File: config.mk
export PLATFORM = sky130hd
export DESIGN_NAME = axi_inf_write_slave_core
export DESIGN_NICKNAME = d
export VERILOG_FILES = /design/src/rtl/axi_inf_write_slave_core.sv
export SDC_FILE = /design/constraint.sdc
export NUM_CORES = 1
export LEC_CHECK = 0
export CELL_PAD_IN_SITES_DETAIL_PLACEMENT = 1
export CELL_PAD_IN_SITES_GLOBAL_PLACEMENT = 1
export CORE_AREA = 3 3 259 261
export CTS_CLUSTER_SIZE = 16
export DETAILED_ROUTE_END_ITERATION = 6
export DIE_AREA = 0 0 262 264
export GPL_TIMING_DRIVEN = 0
export MAX_ROUTING_LAYER = met4
export PLACE_DENSITY = 0.56
export SYNTH_ARGS = -nofsm -noshare
export SYNTH_HDL_FRONTEND = slang
export SYNTH_SLANG_ARGS = --single-unit
File: constraint.sdc
create_clock -name axi_aclk -period 2.8 [get_ports axi_aclk]
set_input_delay 0.56 -clock axi_aclk [delete_from_list [all_inputs] [get_ports axi_aclk]]
set_output_delay 0.56 -clock axi_aclk [all_outputs]
set_load 0.01 [all_outputs]
File: src/rtl/axi_inf_write_slave_core.sv
// AXI4 write-channel responder: one AW burst at a time, W beats forwarded to a
// local store port with back-pressure, one B response per burst. Illegal size,
// unsupported burst type or bad WLAST framing is answered with SLVERR.
module axi_inf_write_slave_core #(
  parameter int IDSIZE = 3,
  parameter int LSIZE  = 10,
  parameter int ASIZE  = 32,
  parameter int DSIZE  = 256
) (
  input  logic                 axi_aclk,
  input  logic                 axi_reset,
  input  logic [IDSIZE-1:0]    axi_awid,
  input  logic [ASIZE-1:0]     axi_awaddr,
  input  logic [LSIZE-1:0]     axi_awlen,
  input  logic [2:0]           axi_awsize,
  input  logic [1:0]           axi_awburst,
  input  logic                 axi_awvalid,
  output logic                 axi_awready,
  input  logic [DSIZE-1:0]     axi_wdata,
  input  logic [DSIZE/8-1:0]   axi_wstrb,
  input  logic                 axi_wlast,
  input  logic                 axi_wvalid,
  output logic                 axi_wready,
  output logic [IDSIZE-1:0]    axi_bid,
  output logic [1:0]           axi_bresp,
  output logic                 axi_bvalid,
  input  logic                 axi_bready,
  output logic                 wr_en,
  output logic [ASIZE-1:0]     wr_addr,
  output logic [DSIZE-1:0]     wr_data,
  output logic [DSIZE/8-1:0]   wr_strb,
  input  logic                 wr_ready,
  output logic                 burst_done,
  output logic                 burst_err
);

  localparam int               BPB       = DSIZE / 8;
  localparam logic [2:0]       SIZE_CODE = 3'($clog2(BPB));
  localparam logic [ASIZE-1:0] ADDR_INC  = ASIZE'(BPB);
  localparam logic [LSIZE:0]   BCNT_ONE  = (LSIZE+1)'(1);

  typedef enum logic [1:0] {S_IDLE, S_DATA, S_RESP} state_t;

  state_t             state_q, state_d;
  logic [IDSIZE-1:0]  id_q, id_d;
  logic [ASIZE-1:0]   addr_q, addr_d;
  logic [LSIZE-1:0]   len_q, len_d;
  logic               incr_q, incr_d;
  logic [LSIZE:0]     bcnt_q, bcnt_d;
  logic               err_q, err_d;

  logic [LSIZE:0]     len_ext;
  logic               aw_hs, beat_acc, b_hs, in_range;

  assign len_ext  = {1'b0, len_q};
  assign in_range = (bcnt_q <= len_ext);

  // Handshake outputs are forced low while reset is held.
  assign axi_awready = ~axi_reset & (state_q == S_IDLE);
  assign axi_wready  = ~axi_reset & (state_q == S_DATA) & wr_ready;
  assign axi_bvalid  = ~axi_reset & (state_q == S_RESP);

  assign aw_hs    = axi_awvalid & axi_awready;
  assign beat_acc = axi_wvalid & axi_wready;
  assign b_hs     = axi_bvalid & axi_bready;

  // Store port: a beat is written only while the burst is clean and in range.
  assign wr_en   = beat_acc & ~err_q & in_range;
  assign wr_addr = addr_q;
  assign wr_data = axi_wdata;
  assign wr_strb = axi_wstrb;

  assign axi_bid    = id_q;
  assign axi_bresp  = err_q ? 2'b10 : 2'b00;
  assign burst_done = b_hs;
  assign burst_err  = b_hs & err_q;

  // Next-state: AW capture, beat counting/addressing, framing checks, B hand-off.
  always_comb begin
    state_d = state_q;
    id_d    = id_q;
    addr_d  = addr_q;
    len_d   = len_q;
    incr_d  = incr_q;
    bcnt_d  = bcnt_q;
    err_d   = err_q;
    case (state_q)
      S_IDLE: begin
        if (aw_hs) begin
          id_d    = axi_awid;
          addr_d  = axi_awaddr;
          len_d   = axi_awlen;
          incr_d  = (axi_awburst == 2'b01);
          bcnt_d  = '0;
          err_d   = (axi_awsize != SIZE_CODE) | axi_awburst[1];
          state_d = S_DATA;
        end
      end
      S_DATA: begin
        if (beat_acc) begin
          if (incr_q) addr_d = addr_q + ADDR_INC;
          // Counter stops one past the last legal beat; overrun beats only need "out of range".
          if (in_range) bcnt_d = bcnt_q + BCNT_ONE;
          if (axi_wlast) begin
            if (bcnt_q != len_ext) err_d = 1'b1;
            state_d = S_RESP;
          end else if (bcnt_q >= len_ext) begin
            err_d = 1'b1;
          end
        end
      end
      S_RESP: begin
        if (b_hs) state_d = S_IDLE;
      end
      default: state_d = S_IDLE;
    endcase
  end

  // State and burst-context registers.
  always_ff @(posedge axi_aclk) begin
    if (axi_reset) begin
      state_q <= S_IDLE;
      id_q    <= '0;
      addr_q  <= '0;
      len_q   <= '0;
      incr_q  <= 1'b0;
      bcnt_q  <= '0;
      err_q   <= 1'b0;
    end else begin
      state_q <= state_d;
      id_q    <= id_d;
      addr_q  <= addr_d;
      len_q   <= len_d;
      incr_q  <= incr_d;
      bcnt_q  <= bcnt_d;
      err_q   <= err_d;
    end
  end

endmodule
**Word level (Yosys, flattened, before mapping)**

Index checks and enable logic that the tools add are counted.
W data, S select, Z words.

- Register bits: 60
- Input port bits: 345
- Output and inout bits: 331
- Word-level logic and storage cells: 64

- $add $sub $neg: 2
- Magnitude comparators: 2
- Eq/ne operators: 13
- Multiplexer cells: 20
- Bitwise gates (word level): 13
- Reductions and logical operators: 7

Operators by type and width:

| operator | count |
|---|---|
| $mux W32 | 3 |
| $pmux W32 S2 | 1 |
| $mux W11 | 3 |
| $add A32 B6 Y32 const B | 1 |
| $pmux W11 S2 | 1 |
| $ne A2 B2 Y1 const B | 6 |
| $reduce_and A4 Y1 | 3 |
| $add A11 B1 Y11 const B | 1 |
| $ge A11 B10 Y1 | 1 |
| $le A11 B10 Y1 | 1 |
| $ne A11 B10 Y1 | 1 |
| $and A1 B1 Y1 | 10 |
| $mux W2 | 5 |
| $ne A3 B2 Y1 const B | 2 |
| $pmux W2 S3 | 1 |
| $mux W1 | 5 |
| $reduce_and A5 Y1 | 1 |
| $eq A2 B1 Y1 const B | 2 |
| $ne A3 B3 Y1 const B | 1 |
| $eq A2 B2 Y1 const B | 1 |
| $logic_not A2 Y1 | 1 |
| $not A1 Y1 | 2 |
| $pmux W1 S2 | 1 |
| $reduce_and A2 Y1 | 1 |
| other kinds (2) | 2 |

**Longest topological paths before layout**

Gate-level depths: netlist of run 1.

- Depth after elaboration: 6
- Mapped depth: 8
- Gate-level depth less buffers: 7

**Worst setup path before layout of run 1**

OpenSTA, ideal clock, no wires.

- Path kind: register to output
- From: register len_q[8]
- To: output port wr_en
- Data arrival time: 1774 ps
- Required time: 2240 ps
- Setup slack: 466 ps
- Stages on the path, launching flop included: 9
- Path buffers: 1
- Cells stage by stage: dfxtp_1 > inv_1 > ha_1 > a21o_1 > a211oi_2 > and3_1 > buf_2 > o211ai_1 > nor2_1

- Longest elaborated chain between the ends: 2

RTL lines:

| item | RTL line | RTL |
|---|---|---|
| start, declared | 47 | `logic [LSIZE-1:0] len_q, len_d;` |
| start signal, assigned | 133 | `len_q <= len_d;` |
| $le A11 B10 Y1 | 56 | `assign in_range = (bcnt_q <= len_ext);` |
| $and A1 B1 Y1 | 68 | `assign wr_en = beat_acc & ~err_q & in_range;` |
| end, declared | 28 | `output logic wr_en,` |

Every way passes these cells.

**Worst setup path after layout of run 1**

- From: register len_q[9]
- To: output port wr_en

The elaborated chain is that of the path after synthesis.

==> results of run 1 <==
critical path: cells and delay by family (launching register included):
kind	cells	cell delay (ns)
fa+ha+maj	1	0.27
compound gates	2	0.31
buf+inv	4	0.51
simple gates	3	0.48
flops	1	0.32
cell usage after synthesis, drive strengths merged (7+ instances only):
master | number | share of area (%)
buf | 305 | 39
nand2 | 73 | 4.8
dfxtp | 60 | 21
a21oi | 37 | 3.2
o21ai | 31 | 2.7
nor2 | 23 | 1.5
nand3 | 21 | 1.8
clkbuf | 19 | 1.2
inv | 18 | 1.2
o31ai | 16 | 2.1
a211oi | 12 | 1.7
ha | 12 | 2.6
and3 | 11 | 1.2
nor3 | 11 | 1.1
nand4 | 8 | 1.2
a21o | 7 | 0.92
area by class of cell:
class	instances	area [um^2]	share of cell area [%]
clock inverter	4	25.0	0.224
sequential	60	1210	10.9
tap	855	1070	9.60
clock buffer	12	246	2.21
timing repair buffer	403	3990	35.8
buffer	322	2350	21.0
antenna	2	5.00	0.0449
multi-input combinational	350	2180	19.6
inverter	18	71.3	0.640
layer usage:
layer	GRT usage (%)	wire length [um]	up-vias	share of wire, %
met5	-	0	-	0
met4	1.59	240	0	0.68
met2	16.7	18100	353	51
met1	11.8	14500	3228	41
li1	-	-	3124	-
met3	2.50	2510	13	7.1
power groups by stage:
stage / sequential, mW / clock, mW / combinational (mW)
global route: 0.956 / 1.18 / 1.68
CTS: 0.948 / 1.15 / 1.55
detailed placement: 0.968 / 0 / 1.48
global placement: 0.967 / 0 / 1.47
floorplan: 0.963 / 0 / 0.691
finish: 0.949 / 1.11 / 1.58
kinds of logic (layout without fill, tap and decap cells):
kind of cell / Yosys count / count (layout)
other: 1 / 3
adder cells (fa/ha/maj): 12 / 12
buffers and inverters: 342 / 759
XOR/XNOR: 1 / 1
flip-flops: 60 / 60
AND/OR/NAND/NOR: 181 / 181
multiplexers: 1 / 1
AO/OA/AOI/OAI: 154 / 154
worst max path at each step:
stage	from	slack [ns]	cells after the start	end
after CTS	len_q[4]	0.006	9	wr_en
final	len_q[9]	-0.003	10	wr_en
after global routing	len_q[9]	-0.14	10	wr_en
after detailed placement	axi_reset	-1.22	6	axi_wready
after floorplan	len_q[8]	0.47	8	wr_en
after global placement	axi_reset	-1.23	6	axi_wready
through the flow:
| stage | cell area, um^2 | hold WS (ns) |
|---|---|---|
| after detailed placement | 10700 | 0.451 |
| after floorplan | 5730 | 0.440 |
| final | 11100 | 0.457 |
| after global placement | 10700 | 0.443 |
| after global routing | 11100 | 0.481 |
| after CTS | 11100 | 0.463 |
sequential cells by signal, summed over array words and instances (netlist names):
name,count
wr_addr,32
bcnt_q,11
len_q,10
axi_bid,3
state_q,2
err_q,1
incr_q,1
what timing repair did:
action,CTS,global route
setup endpoints to repair,7,2
pin swaps,10,6
setup buffers,9,8
resized for setup,29,6
==> impl_metrics.json, run 1 <==
{
  "drc": 0,
  "dr_total_vias": 6718,
  "grt_max_degree": 20,
  "rr_endpoint": "incr_q",
  "clk-insertion-delay-late_ns": 0.36,
  "violations": "negative setup slack",
  "syn_nets": 1109,
  "hold_buffers": 0,
  "cts_buffers": 9,
  "post_synth_instance_area_um2": 5730,
  "synth.avg_cell_area_um2": 7.62,
  "ys_seq_area_share_pct": 21.0,
  "synth-async-reset-ratio_pct": 0,
  "port_buffers": 386,
  "fin_ws_ns": -0.00302,
  "layout_common_cells": "clkdlybuf4s50_1 (384), buf_4 (308), nand2_1 (73), dfxtp_1 (53), a21oi_1 (37)",
  "end_kind": "output pin",
  "crit_fanout": 6,
  "fillers": 7717,
  "synth_compound_area_share_pct": 18.1,
  "finalNonFillerCells": 2026,
  "switching_share_pct": 32.7,
  "cp_slowest_cell": "dfxtp_2",
  "max_stage_delay_ns": 0.32,
  "start_util_pct": 8.85,
  "h-tree-depth": 3,
  "drtIter0Drc": 331,
  "fmax_mhz": 357,
  "worstPathCellList": "inv_2, ha_4, nand4b_1, buf_4, nor3_4, a21o_1, buf_6, o211ai_1, nor2_1, buf_4",
  "ys.flop_type": "dfxtp_1",
  "powerDensity_nw_per_um2": 326,
  "post-route-min-period_ns": 2.80,
  "synth_top_family_by_area": "buffers and inverters",
  "io_pins": 676,
  "maxCapViolCount": 0,
  "cp.required_ns": 2.24,
  "nNetsFinal": 1521,
  "die_h_um": 264,
  "seq_power_share_pct": 26.1,
  "coreArea_um2": 64700,
  "wirelength_um": 35300,
  "tightest_slew_ns": 0.906,
  "p_comb_share_pct": 43.4,
  "ant_nets": 0,
  "leakage_nw": 4.41,
  "hold_violations": 0,
  "synth-edff-count": 0,
  "syn-instance-count": 752,
  "dieArea_um2": 69200,
  "dp_hpwl_um": 30000,
  "fp-row-count": 93,
  "finalSetupTns_ns": -0.00302,
  "dp_slack_ns": -1.22,
  "synthAdderAreaFrac_pct": 2.62,
  "holdPathStages": 2,
  "final_core_util_pct": 17.2,
  "worst_hold_path_type": "reg2reg",
  "layout-drive-gt1-share_pct": 31.0,
  "yosys.cell_types.count": 61,
  "yosys_warnings": 0,
  "reg2reg_from": "state_q[0]",
  "antenna_found_initial": 2,
  "min_period_over_period_pct": 100,
  "total_power_mw": 3.63,
  "placed_cells": 1993,
  "intPower_mw": 2.44,
  "clkPwrFrac_pct": 30.4,
  "path_class": "reg2out",
  "final-setup-viol-count": 1,
  "final_common_cell": "clkdlybuf4s50_1",
  "grt-ovfl-total": 0,
  "rsz0062_at_grt": "yes",
  "area.growth.synth_to_final_pct": 94.6,
  "ys_ff_latch": 60,
  "rrSetupSlack_ns": 0.32,
  "cts.reportedPaths.clkPinSlew_ns": 0.06,
  "slew_headroom_pct": 39.6,
  "gp_congestion": 0.798,
  "wl_per_cell_um": 17.4,
  "crit_top_cell": "buf_4",
  "netSwitchingPower_mw": 1.19,
  "fin_skew_ns": 0.0111,
  "cp.arrival_ns": 2.24,
  "tritoncts": "yes",
  "cts_max_path_buffers": 2,
  "reg2reg_depth": 6,
  "cts.sink_count": 60,
  "critPathLaunchType": "flop",
  "die_width_um": 262,
  "detailedRoute.firstPassIterationCount": 5,
  "synth-xor-area-share_pct": 0.153,
  "synthSimpleGateAreaFrac_pct": 16.1,
  "muxShareOfSynthArea_pct": 0.175,
  "grt_pass1_wl_um": 48700,
  "ir_worst_vdd_mv": 0.194,
  "hold-path-endpoint": "axi_bid[0]",
  "vias_per_cell": 3.32,
  "clock-root-buffer": "clkbuf_16",
  "status": "complete, but fails checks",
  "report.final.slew_viol_count": 0,
  "hp-start": "axi_bid[0]",
  "grt_use_total_pct": 9.82,
  "grt_pass1_vias": 7014
}
(Power assumes the default switching activity.)
==> run 2, diff against run 1 <==
--- a/config.mk
+++ b/config.mk
@@ -7,13 +7,14 @@
 export LEC_CHECK = 0
 export CELL_PAD_IN_SITES_DETAIL_PLACEMENT = 1
 export CELL_PAD_IN_SITES_GLOBAL_PLACEMENT = 1
-export CORE_AREA = 3 3 259 261
+export CORE_AREA = 2 2 265 267
+export CTS_CLUSTER_DIAMETER = 100
 export CTS_CLUSTER_SIZE = 16
 export DETAILED_ROUTE_END_ITERATION = 6
-export DIE_AREA = 0 0 262 264
+export DIE_AREA = 0 0 267 269
 export GPL_TIMING_DRIVEN = 0
 export MAX_ROUTING_LAYER = met4
-export PLACE_DENSITY = 0.56
+export PLACE_DENSITY = 0.54
 export SYNTH_ARGS = -nofsm -noshare
 export SYNTH_HDL_FRONTEND = slang
 export SYNTH_SLANG_ARGS = --single-unit
==> constraint.sdc (replaced) <==
create_clock -name axi_aclk -period 2.8 [get_ports axi_aclk]
set_input_delay 0.28 -clock axi_aclk [delete_from_list [all_inputs] [get_ports axi_aclk]]
set_output_delay 0.28 -clock axi_aclk [all_outputs]
set_load 0.01 [all_outputs]
==> run 2 against run 1 <==
  * Critical path depth shrank 1
  * Power increased by 1.2%
  * Critical endpoint unchanged
  * Combinational power decreased by 6%
  * Non-clock buffer count fell by 12
  * The flow now finishes without violations
  * Register-to-register slack worse by 0.02 ns
  * Hold slack got worse by 0.0056 ns
  * Largest power group unchanged
==> impl_metrics.json, run 2 (synthesis results as in run 1) <==
{
  "fillers": 8236,
  "wirelength_um": 33700,
  "fin_area_um2": 11200,
  "final_common_cell": "clkdlybuf4s50_1",
  "cp-endpoint": "wr_en",
  "dr_total_vias": 6671,
  "total_power_mw": 3.68,
  "cp_slowest_cell": "a211oi_4",
  "placed_cell_area_um2": 10800,
  "post-route-min-period_ns": 2.66,
  "wl_per_cell_um": 16.0,
  "rr_endpoint": "wr_addr[11]",
  "area.growth.synth_to_final_pct": 94.7,
  "path_buf_inv": 3,
  "finalSetupTns_ns": 0,
  "crit_fanout": 10,
  "worstPathCellList": "inv_1, ha_1, a21o_1, a211oi_4, a21o_1, buf_4, o211ai_1, nor2_1, buf_4",
  "switching_share_pct": 32.5,
  "drc": 0,
  "seq_power_share_pct": 25.7,
  "slew_headroom_pct": 37.5,
  "ir_worst_vdd_mv": 0.206,
  "grt_pass1_vias": 6875,
  "report.final.slew_viol_count": 0,
  "ant_nets": 0,
  "maxCapViolCount": 0,
  "grt_use_total_pct": 8.87,
  "worst_hold_path_type": "reg2reg",
  "cts.reportedPaths.clkPinSlew_ns": 0.06,
  "multi_input_area_um2": 2150,
  "drtIter0Drc": 261,
  "io_pins": 676,
  "tritoncts": "yes",
  "hold_buffers": 0,
  "grt_pass1_wl_um": 45100,
  "grt-ovfl-total": 0,
  "path_delay_family": "compound AO/OA/AOI/OAI gates",
  "clock-root-buffer": "clkbuf_16",
  "cts_max_path_buffers": 2,
  "hp-start": "wr_addr[2]",
  "antenna_found_initial": 4,
  "critPathLaunchType": "flop",
  "cp.required_ns": 2.52,
  "end_kind": "output pin",
  "dieArea_um2": 71800,
  "intPower_mw": 2.48,
  "seq_area_um2": 1200,
  "reg2reg_from": "state_q[0]",
  "path_class": "reg2out",
  "coreArea_um2": 69300,
  "finalNonFillerCells": 2101,
  "reg2reg_depth": 7,
  "max_stage_delay_ns": 0.33,
  "largest_reg_flops": 32,
  "grt_max_degree": 20,
  "fmax_mhz": 376,
  "leakage_nw": 4.35,
  "rsz0062_at_grt": "no",
  "path_depth": 9,
  "cts.sink_count": 60,
  "start_util_pct": 8.27,
  "crit_path_start": "len_q[8]",
  "cts_buffers": 9,
  "netSwitchingPower_mw": 1.19,
  "p_comb_share_pct": 40.6,
  "hold_violations": 0,
  "fin_skew_ns": 0.0127,
  "min_period_over_period_pct": 95.0,
  "clkPwrFrac_pct": 33.7,
  "layout_common_cells": "clkdlybuf4s50_1 (385), buf_4 (297), nand2_1 (73), dfxtp_1 (59), a21oi_1 (37)",
  "dp_hpwl_um": 28700,
  "tightest_slew_ns": 0.938,
  "vias_per_cell": 3.18,
  "cp.arrival_ns": 2.38,
  "final-setup-viol-count": 0,
  "nNetsFinal": 1509,
  "gp_congestion": 0.842,
  "status": "finished clean",
  "layout-drive-gt1-share_pct": 29.5,
  "die_h_um": 269,
  "port_buffers": 386,
  "dp_slack_ns": -0.771,
  "fin_ws_ns": 0.139,
  "die_width_um": 267,
  "powerDensity_nw_per_um2": 330,
  "detailedRoute.firstPassIterationCount": 5,
  "placed_cells": 2078,
  "clk-insertion-delay-late_ns": 0.36,
  "h-tree-depth": 3,
  "rrSetupSlack_ns": 0.30,
  "fp-row-count": 97
}
run 2: cell types whose count changed in the layout (fill, tap and decap cells not counted), sizes merged:
cell           before  now
inv                17   19
diode               2    4
clkbuf             31   28
buf               321  310
dlygate4sd2         1    0
clkinv              2    1
clkdlybuf4s50     384  385
bufinv              0    1
run 2: through the flow:
| step | hold slack, ns | util [%] |
|---|---|---|
| floorplan | 0.388 | - |
| global placement | 0.440 | 15.5 |
| detailed placement | 0.447 | 15.5 |
| CTS | 0.456 | 16.0 |
| global route | 0.472 | 16.1 |
| finish | 0.452 | 16.1 |
run 2: repair_timing:
item | in CTS | in global routing
hold endpoints to repair | 0 | 0
setup endpoints to repair | 3 | 2
resized for setup | 13 | 3
pin swaps | 3 | 3
setup buffers | 3 | 2
run 2: worst min path at each step:
stage | endpoint | slack [ns] | cells past startpoint
after floorplan | len_q[1] | 0.39 | 2
after global placement | wr_addr[4] | 0.44 | 2
after detailed placement | wr_addr[4] | 0.45 | 2
after CTS | wr_addr[4] | 0.46 | 2
after global routing | wr_addr[2] | 0.47 | 2
final | wr_addr[2] | 0.45 | 2
run 2: cell type report:
type / instances / area share, %
Timing Repair Buffer: 391 / 35.0
Buffer: 322 / 20.9
Multi-Input combinational cell: 350 / 19.3
Sequential cell: 60 / 10.8
Tap cell: 940 / 10.5
Clock buffer: 10 / 2.14
Clock inverter: 6 / 0.640
Inverter: 18 / 0.640
Antenna cell: 4 / 0.0898
run 2: power groups by stage:
stage          clock (mW)  sequential (mW)  combinational (mW)
3_5_place_dp            0            0.964                1.48
6_report             1.24            0.945                1.49
2_1_floorplan           0            0.963               0.691
4_1_cts              1.29            0.945                1.50
3_3_place_gp            0            0.962                1.46
5_1_grt              1.31            0.952                1.59
run 2: worst register-to-register path: stages, from the launching register on:
cell	delay, ns
dfxtp_1	0.30
buf_2	0.20
nor2b_1	0.15
buf_2	0.44
clkbuf_1	0.62
o21ai_0	0.32
a21oi_1	0.25
a311oi_1	0.07
run 2: metal layers:
layer,vias to the layer above,GRT usage [%],wire (um)
met5,-,-,0
li1,3105,-,-
met2,336,15.2,17500
met3,16,2.63,2370
met4,0,1.81,306
met1,3214,10.3,13500
==> run 3, diff against run 2 <==
==> constraint.sdc (replaced) <==
create_clock -name axi_aclk -period 2.8 [get_ports axi_aclk]
set_input_delay 0.28 -clock axi_aclk [delete_from_list [all_inputs] [get_ports axi_aclk]]
set_output_delay 0.28 -clock axi_aclk [all_outputs]
set_load 0.02 [all_outputs]
==> run 3 against run 2 <==
  * Via count rose by 0.12%
  * Hold slack barely moved
  * Clock-buffer cell count did not move
  * Sequential share of layout area barely moved
  * Non-clock buffer count fell by 3
  * Maximum frequency fell by 1.9%
  * Power rose by 5.1%
  * Cell count fell by 0.14%
  * First-iteration DRC count fell by 7.3%
  * Combinational power rose by 13%
  * Clock skew rose by 0.0017 ns
  * Critical path type unchanged
  * Largest cell class unchanged
  * Highest routed layer unchanged
==> impl_metrics.json, run 3 (synthesis results as in run 1) <==
{
  "switching_share_pct": 35.9,
  "hold_buffers": 0,
  "h-tree-depth": 3,
  "die_h_um": 269,
  "cts_buffers": 9,
  "slew_headroom_pct": 37.2,
  "wirelength_um": 33600,
  "leakage_nw": 4.34,
  "fmax_mhz": 369,
  "powerDensity_nw_per_um2": 347,
  "port_buffers": 386,
  "detailedRoute.firstPassIterationCount": 5,
  "largest_reg_flops": 32,
  "io_pins": 676,
  "min_period_over_period_pct": 96.9,
  "seq_power_share_pct": 24.5,
  "grt_max_degree": 20,
  "intPower_mw": 2.48,
  "fp-row-count": 97,
  "hold-path-endpoint": "wr_addr[2]",
  "maxCapViolCount": 0,
  "cts_max_path_buffers": 2,
  "hold_slack_ns": 0.452,
  "die_width_um": 267,
  "ir_worst_vdd_mv": 0.210,
  "holdPathStages": 2,
  "rsz0062_at_grt": "yes",
  "worst_hold_path_type": "reg2reg",
  "antenna_found_initial": 4,
  "coreArea_um2": 69300,
  "tritoncts": "yes",
  "grt_pass1_wl_um": 45100,
  "path_class": "reg2out",
  "drtIter0Drc": 242,
  "ant_nets": 0,
  "gp_congestion": 0.842,
  "vias_per_cell": 3.18,
  "cp.required_ns": 2.52,
  "rr_endpoint": "wr_addr[11]",
  "grt-ovfl-total": 0,
  "p_comb_share_pct": 43.4,
  "final_common_cell": "clkdlybuf4s50_1",
  "reg2reg_depth": 7,
  "reg2reg_from": "state_q[0]",
  "cts.reportedPaths.clkPinSlew_ns": 0.06,
  "cts.sink_count": 60,
  "dp_slack_ns": -0.839,
  "wl_per_cell_um": 16.0,
  "drc": 0,
  "status": "finished clean",
  "crit_top_cell": "buf_4",
  "dp_hpwl_um": 28700,
  "cp_slowest_cell": "a211oi_4",
  "clkPwrFrac_pct": 32.2,
  "tightest_slew_ns": 0.942,
  "final-setup-viol-count": 0,
  "cp.arrival_ns": 2.43,
  "nNetsFinal": 1506,
  "path_delay_family": "compound AO/OA/AOI/OAI gates",
  "clock-root-buffer": "clkbuf_16",
  "crit_fanout": 10,
  "critPathLaunchType": "flop",
  "fin_skew_ns": 0.0144,
  "fin_ws_ns": 0.0869,
  "netSwitchingPower_mw": 1.39,
  "layout-drive-gt1-share_pct": 29.3,
  "clk-insertion-delay-late_ns": 0.36,
  "hold_violations": 0,
  "start_util_pct": 8.27,
  "dr_total_vias": 6679,
  "max_stage_delay_ns": 0.34,
  "rrSetupSlack_ns": 0.33,
  "grt_use_total_pct": 8.86,
  "path_buf_inv": 3,
  "post-route-min-period_ns": 2.71,
  "hp-start": "wr_addr[2]",
  "grt_pass1_vias": 6864,
  "area.growth.synth_to_final_pct": 94.2,
  "finalSetupTns_ns": 0,
  "dieArea_um2": 71800,
  "end_kind": "output pin",
  "layout_common_cells": "clkdlybuf4s50_1 (385), buf_4 (295), nand2_1 (73), dfxtp_1 (59), a21oi_1 (37)",
  "report.final.slew_viol_count": 0,
  "total_power_mw": 3.86,
  "worstPathCellList": "inv_1, ha_1, a21o_1, a211oi_4, and3_4, buf_4, o211ai_1, nor2_1, buf_4"
}
-- run 3: changes by cell type in the layout (fill, tap and decap cells not counted), sizes merged --
| cell | previous run | this run |
|---|---|---|
| buf | 310 | 307 |
-- run 3: worst max path at each step --
stage | startpoint | endpoint | slack (ns) | depth (start not counted)
floorplan | len_q[8] | wr_en | 0.62 | 8
CTS | len_q[8] | wr_en | 0.01 | 9
detailed placement | axi_reset | axi_wready | -0.84 | 6
global placement | axi_reset | axi_wready | -0.86 | 6
global route | len_q[8] | wr_en | -0.07 | 9
finish | len_q[8] | wr_en | 0.09 | 9
-- run 3: metrics by stage --
stage,std cells,utilization (%),cell area (um^2)
2_1_floorplan,752,-,5730
3_3_place_gp,2078,15.5,10800
3_5_place_dp,2078,15.5,10800
4_1_cts,2094,16.0,11100
5_1_grt,2098,16.1,11100
6_report,2098,16.1,11100
-- run 3: cell type report --
class	instances	area, um^2
Antenna cell	4	10.0
Buffer	322	2330
Clock buffer	10	239
Clock inverter	6	71.3
Fill cell	8238	58200
Inverter	18	71.3
Multi-Input combinational cell	350	2150
Sequential cell	60	1200
Tap cell	940	1180
Timing Repair Buffer	388	3880
-- run 3: what timing repair did --
item,in CTS,in global routing
endpoints found under the setup margin,3,2
pin swaps,1,0
setup buffers,2,0
resized for setup,13,2
-- run 3: routing by layer --
metal	wire length (um)	GRT usage [%]	part of all wire, %	up-vias
met1	13500	10.3	40	3217
met4	325	1.81	0.97	0
li1	-	-	-	3100
met2	17400	15.2	52	344
met3	2440	2.63	7.3	18
met5	0	-	0	-
-- run 3: worst reg2reg max path, stage by stage (launching register included) --
cell,delay (ns)
dfxtp_1,0.30
buf_2,0.20
nor2b_1,0.15
buf_2,0.44
clkbuf_1,0.63
o21ai_0,0.30
a21oi_1,0.24
a311oi_1,0.07
-- run 3: power by group through the flow --
stage | Clock (mW) | Combinational (mW) | Sequential [mW]
after global placement | 0 | 1.66 | 0.962
after floorplan | 0 | 0.871 | 0.986
after detailed placement | 0 | 1.67 | 0.964
final | 1.24 | 1.68 | 0.945
after global routing | 1.31 | 1.78 | 0.952
after CTS | 1.29 | 1.69 | 0.945
